$ cat config.mk
export PLATFORM = sky130hd
export DESIGN_NAME = lc3_branch_unit
export DESIGN_NICKNAME = d
export VERILOG_FILES = /design/src/rtl/lc3_branch_unit.sv
export SDC_FILE = /design/constraint.sdc
export NUM_CORES = 1
export LEC_CHECK = 0
export BUFFER_PORTS_ARGS = -buffer_cell sky130_fd_sc_hd__buf_2
export CAP_MARGIN = 30
export CORE_ASPECT_RATIO = 0.5
export CORE_MARGIN = 2
export CORE_UTILIZATION = 45
export CTS_BUF_LIST = sky130_fd_sc_hd__clkbuf_16
export CTS_CLUSTER_SIZE = 20
export DETAILED_ROUTE_END_ITERATION = 6
export PLACE_DENSITY_LB_ADDON = 0.15
export SYNTH_ARGS = -nofsm -noshare
export SYNTH_HDL_FRONTEND = slang
export SYNTH_SLANG_ARGS = --single-unit
$ cat constraint.sdc
create_clock -name clk -period 3 [get_ports clk]
set_input_delay 0.3 -clock clk [delete_from_list [all_inputs] [get_ports clk]]
set_output_delay 0.3 -clock clk [all_outputs]
set_load 0.03 [all_outputs]
$ cat src/rtl/lc3_branch_unit.sv
// LC-3 control-flow unit: resolves BR, JMP/RET and JSR/JSRR over a fixed IDLE->EVAL->LOAD->FIN sequence.
// Optional BR taken/not-taken statistics are compiled in with `define BRANCH_STATS_EN.
module lc3_branch_unit #(
    parameter int DATA_W = 16,
    parameter int IR_W   = 16
) (
    input  logic              clk,
    input  logic              rst_n,
    input  logic              start,
    input  logic [IR_W-1:0]   ir,
    input  logic              n,
    input  logic              z,
    input  logic              p,
    input  logic [DATA_W-1:0] pc_in,
    input  logic [DATA_W-1:0] base_r,
`ifdef BRANCH_STATS_EN
    input  logic              stat_clr,
    output logic [15:0]       br_taken_cnt,
    output logic [15:0]       br_not_taken_cnt,
`endif
    output logic [DATA_W-1:0] pc_next,
    output logic              ld_pc,
    output logic              r7_we,
    output logic [DATA_W-1:0] r7_data,
    output logic              taken,
    output logic              illegal,
    output logic              done,
    output logic              busy
);

    typedef enum logic [1:0] {S_IDLE, S_EVAL, S_LOAD, S_FIN} state_t;

    localparam logic [3:0] OP_BR  = 4'b0000;
    localparam logic [3:0] OP_JSR = 4'b0100;
    localparam logic [3:0] OP_JMP = 4'b1100;

    state_t state, state_nx;

    logic [IR_W-1:0]   ir_q;
    logic              n_q, z_q, p_q;
    logic [DATA_W-1:0] pc_q;
    logic [DATA_W-1:0] base_q;
    logic [DATA_W-1:0] pc_next_q;
    logic              taken_q, illegal_q, link_q;

    logic [3:0]          opc;
    logic signed [DATA_W-1:0] off9_s, off11_s;
    logic [DATA_W-1:0]   eval_target;
    logic                eval_taken, eval_illegal, eval_link;

    assign opc     = ir_q[IR_W-1 -: 4];
    assign off9_s  = {{(DATA_W-9){ir_q[8]}}, ir_q[8:0]};
    assign off11_s = {{(DATA_W-11){ir_q[10]}}, ir_q[10:0]};

    // EVAL-stage decode; only the registered copy is visible outside
    always_comb begin
        eval_target  = '0;
        eval_taken   = 1'b0;
        eval_illegal = 1'b0;
        eval_link    = 1'b0;
        case (opc)
            OP_BR: begin
                eval_taken  = (ir_q[11] & n_q) | (ir_q[10] & z_q) | (ir_q[9] & p_q);
                eval_target = pc_q + $unsigned(off9_s);
            end
            OP_JMP: begin
                eval_taken  = 1'b1;
                eval_target = base_q;
            end
            OP_JSR: begin
                eval_taken  = 1'b1;
                eval_link   = 1'b1;
                eval_target = ir_q[11] ? (pc_q + $unsigned(off11_s)) : base_q;
            end
            default: eval_illegal = 1'b1;
        endcase
    end

    always_ff @(posedge clk or negedge rst_n) begin
        if (!rst_n) begin
            state     <= S_IDLE;
            ir_q      <= '0;
            n_q       <= 1'b0;
            z_q       <= 1'b0;
            p_q       <= 1'b0;
            pc_q      <= '0;
            base_q    <= '0;
            pc_next_q <= '0;
            taken_q   <= 1'b0;
            illegal_q <= 1'b0;
            link_q    <= 1'b0;
        end else begin
            state <= state_nx;
            if (state == S_IDLE && start) begin
                ir_q   <= ir;
                n_q    <= n;
                z_q    <= z;
                p_q    <= p;
                pc_q   <= pc_in;
                base_q <= base_r;
            end
            if (state == S_EVAL) begin
                pc_next_q <= eval_target;
                taken_q   <= eval_taken;
                illegal_q <= eval_illegal;
                link_q    <= eval_link;
            end
        end
    end

    always_comb begin
        state_nx = state;
        ld_pc    = 1'b0;
        r7_we    = 1'b0;
        done     = 1'b0;
        busy     = (state != S_IDLE);
        case (state)
            S_IDLE: if (start) state_nx = S_EVAL;
            S_EVAL: state_nx = S_LOAD;
            S_LOAD: begin
                ld_pc    = taken_q;
                r7_we    = link_q;
                state_nx = S_FIN;
            end
            S_FIN: begin
                done     = 1'b1;
                state_nx = S_IDLE;
            end
            default: state_nx = S_IDLE;
        endcase
    end

    assign pc_next = pc_next_q;
    assign r7_data = pc_q;
    assign taken   = taken_q;
    assign illegal = illegal_q;

`ifdef BRANCH_STATS_EN
    logic [15:0] taken_cnt_q, not_taken_cnt_q;
    logic        br_fin;

    assign br_fin = (state == S_FIN) && (opc == OP_BR);

    // Saturating counters; clear wins over a same-cycle increment
    always_ff @(posedge clk or negedge rst_n) begin
        if (!rst_n) begin
            taken_cnt_q     <= '0;
            not_taken_cnt_q <= '0;
        end else if (stat_clr) begin
            taken_cnt_q     <= '0;
            not_taken_cnt_q <= '0;
        end else if (br_fin) begin
            if (taken_q && taken_cnt_q != 16'hFFFF)
                taken_cnt_q <= taken_cnt_q + 16'd1;
            if (!taken_q && not_taken_cnt_q != 16'hFFFF)
                not_taken_cnt_q <= not_taken_cnt_q + 16'd1;
        end
    end

    assign br_taken_cnt     = taken_cnt_q;
    assign br_not_taken_cnt = not_taken_cnt_q;
`endif

endmodule

# == Word-level counts from Yosys, hierarchy flattened ==
# Cells that the tools add are included.
# word_totals
out_inout_bits,38
reg_bits,72
elab_cells,40
# op_classes
bitwise,5
n_mux,10
n_eq_ne,6
n_reduce_logical,6
n_addsub,2
# op_table
op,n
16-bit case mux with 3 select lines,1
16-bit adder,2
16-bit two-way mux,1
2-bit case mux with 4 select lines,1
1-bit two-way mux,5
"2-bit == test, second input constant",2
"4-bit by 3-bit == test with 1-bit output, second input constant",1
"4-bit == test, second input constant",1
4-bit logical NOT,1
1-bit bitwise AND,3
3-bit OR reduction,1
"2-bit by 1-bit == test with 1-bit output, second input constant",1
2-bit logical NOT,1
2-bit two-way mux,1
"2-bit != test, second input constant",1
1-bit OR,2
1-bit case mux with 2 select lines,1
2-bit nonzero test,1
2-bit OR reduction,1
1-bit logical AND,1

# == Logic depth before layout (Yosys ltp) ==
# logic_depth
word_depth,4
depth_mapped,9
depth_no_buf,9

# == Worst setup path before layout ==
# No wires, ideal clock.
# synth_path
path_kind,register to register
from,"reg pc_q[0], in the netlist r7_data[0]"
to,"reg pc_next_q[12], in the netlist pc_next[12]"
path_stages_with_launch,9
period_less_slack_ns,2.572
t_arrival_ns,2.446
path_slack_ns,0.428
path_cell_list,dfrtp_1 > ha_1 > fa_1 > a211oi_2 > o21ai_1 > a221o_1 > a31oi_1 > xnor2_1 > a221o_1
# synth_between
elab_chain_len,3
word_cells_on_any_way,4
# synth_lines
item,line,source
start: declaration,41,logic [DATA_W-1:0] pc_q;
start signal: assignment,99,pc_q <= pc_in;
16-bit adder,73,eval_target = ir_q[11] ? (pc_q + $unsigned(off11_s)) : base_q;
16-bit two-way mux,73,
16-bit case mux with 3 select lines *,61,case (opc)
end signal: assignment,103,pc_next_q <= eval_target;
end: declaration,43,logic [DATA_W-1:0] pc_next_q;
# Mark *: on every way between the ends. The rest lies on a longest branch, timed or not.
# A chain may end at the register's enable or synchronous reset.

# == Final worst setup path ==
# layout_path
from,"reg pc_q[0], in the netlist r7_data[0]"
to,"reg pc_next_q[14], in the netlist pc_next[14]"
# The elaborated chain is that of the path after synthesis.

==> results by group <==
Setup path
  • Startpoint Class: register
  • Crit end category: register
  • WP data arrival: 2.95 ns
  • R2r setup slk: roughly 0.28 ns
  • CP max FO: 3
  • CP Data Required Time: between 3 and 4 ns
  • Kind of critical path: register to register

Synthesis
  • Seq cells post-synth: 72
  • Syn nets: 439
  • EDFF count, synth: 0
  • Fraction of registers with async set/reset: 100.0%
  • Yosys Warn Count: 0
  • Synthesized netlist cell count: between 300 and 400
  • Ranking of synthesized cells by area: dfrtp_1, mux2_2, ha_1
  • Most common cell in the netlist: dfrtp_1
  • Sequential-to-total area share from yosys stat: ~45%
  • Post-synthesis cell area: about 0.0040 mm^2
  • Post-synth top area cell: dfrtp_1
  • Synth top cells by count: dfrtp_1, mux2_2, ha_1
  • Count of cell types in the netlist: 52
  • Top_reg_cell synth: dfrtp_1
  • Mean post-synth cell area: approximately 11 um^2
  • Area share of the largest cell type after synthesis: between 40 and 50%

STA
  • Worst rel slew slack: between 30% and 40%
  • Final worst path period need: between 2 and 3 ns
  • Fin Setup TNS: 0 ns
  • Final hold vios: 0
  • Final slew viol count: 0
  • Final Cycle Share: between 90% and 100%
  • Worst slew pin tran: 0.9515 ns
  • Hold_ws: ~0.19 ns
  • Final Skew: between 0.006 and 0.007 ns
  • Unrepaired setup endpoints after global routing: no
  • Fmax: about 0.37 GHz
  • Final setup violating endpoints: 0

Global routing
  • Pin count of the biggest net entering global routing: between 70 and 80
  • Initial antenna violation count: 0
  • Vias in the first global route: 3166
  • Gr ovfl total: 0
  • GR Util All Layers: between 20% and 30%
  • First-pass GRT wire length: ~16000 um

CTS
  • CTS tree: built
  • Post_cts resized: 0
  • Num CTS Buffers: 9
  • H-tree depth: 3
  • Root Buffer: clkbuf_16
  • Worst-path clk slew: 0.06 ns
  • Max Root-Sink Buffers: 2
  • Sink Count: slightly above 70
  • Clk_lat worst skew: 0.34 ns

Power
  • Pleak: 2.364 nW
  • Total power density per cell area: about 1400 mW/mm^2
  • Max VDD drop: around 0.00058 V
  • Total power: approximately 7 mW

Job
  • Number of max-cap violations: 0

Die
  • Core area: about 0.0087 mm^2
  • Starting Density: 46.48%
  • IO Pins: 92
  • Height of the die: 71.06 um
  • Die area: approximately 0.0098 mm^2
  • Die W: roughly 140 um
  • FP Rows: 24

Routing
  • DRT Pass-1 Iters: 4
  • # DRC: 0
  • DR vias/cell: 5.497
  • Drt initial violations: between 200 and 250
  • Total Wirelength: just under 10000 um
  • DR WL/cell: 16.96 um
  • Antenna Violating Nets Remaining: 0
  • Via count: ~3200

Place
  • Port bufs: 91
  • Hpwl dp: roughly 7300 um
  • GP Congestion: about 0.86

Outcome
  • Status: finished clean

Final layout
  • Synth-to-layout area growth: 22.66%
  • Final core utilization: 57.01%
  • Final nets: between 500 and 600
  • Share of post-route cells with drive strength above 1: between 30% and 40%
  • Diode count: 0

Hold path
  • HP Class: input pin to register
routing by layer:
metal  global-route usage (%)  up-vias  routed length, um
li1                         -     1538                  -
met1                    31.02     1552               4775
met2                    31.57       85               4276
met3                    6.500        8                685
met4                    5.442        0                 81
met5                        0        -                  0
path summary, 6_finish.rpt:
kind / from / end / cells past startpoint
min in group asynchronous: rst_n / base_q[2] / 3
max in group asynchronous: rst_n / r7_data[14] / 3
worst min-delay path: base_r[1] / base_q[1] / 2
worst max-delay path: r7_data[0] / pc_next[14] / 9
worst min register to register: illegal / illegal / 1
worst max register to register: r7_data[0] / pc_next[14] / 9
critical path, stage by stage (launching register included):
cell and delay, ns:
dfrtp_1 0.39, ha_1 0.23, fa_1 0.43, a211oi_2 0.27, o211ai_1 0.13, a221oi_1 0.47, o21ai_0 0.22, mux2i_1 0.17
a21boi_0 0.09, a31o_2 0.22
metrics by stage:
stage | instance area (um^2) | worst slack [ns] | cells
floorplan | 4048 | 0.4282 | 358
global placement | 4679 | 0.3711 | 564
detailed placement | 4679 | 0.3099 | 564
CTS | 4965 | 0.2942 | 579
global route | 4965 | 0.1150 | 579
finish | 4965 | 0.2756 | 579
placed cells by master (no fill, tap or decap), drive strengths merged, types with 9 or more instances in the layout:
cell,instances
buf,99
dfrtp,72
mux2,54
ha,26
nand2,19
a21oi,17
inv,16
o21ai,16
nor2,13
xor2,10
a21o,9
xnor2,9
clkbuf,9
logic make-up (layout without fill, tap and decap cells):
| family | count (synthesis) | after routing | share of synthesized area, % |
|---|---|---|---|
| adder cells (fa/ha/maj) | 27 | 27 | 8.532 |
| multiplexers | 57 | 57 | 15.77 |
| flip-flops | 72 | 72 | 44.51 |
| XOR/XNOR | 19 | 19 | 4.111 |
| AND/OR/NAND/NOR | 65 | 65 | 8.254 |
| AO/OA/AOI/OAI | 92 | 92 | 16.23 |
| buffers and inverters | 26 | 130 | 2.597 |
repair_timing:
action / CTS / global route
hold buffers: 1 / 0
setup buffers: 0 / 0
hold endpoints to repair: 1 / 0
state kept, by name (all words and copies together), names as in the netlist:
signal	cells
p_q	1
illegal	1
n_q	1
taken	1
pc_next	16
base_q	16
link_q	1
r7_data	16
z_q	1
state	2
ir_q	16
cell type report:
type	instances	area, um^2
clock buffers	9	225.2
clock inverters	5	50.05
fillers	809	3744
inverters	16	60.06
multi-input cells	260	2143
flip-flops and latches	72	1802
well taps	117	146.4
repair buffers	100	538.0
power breakdown:
group          switching, mW  total [mW]  internal [mW]
Combinational           2.32        4.02           1.70
Clock                  0.388        1.01          0.626
Sequential             0.372        1.80           1.43
Total                   3.08        6.83           3.76
Note: power is estimated with default switching activity, not from simulation.
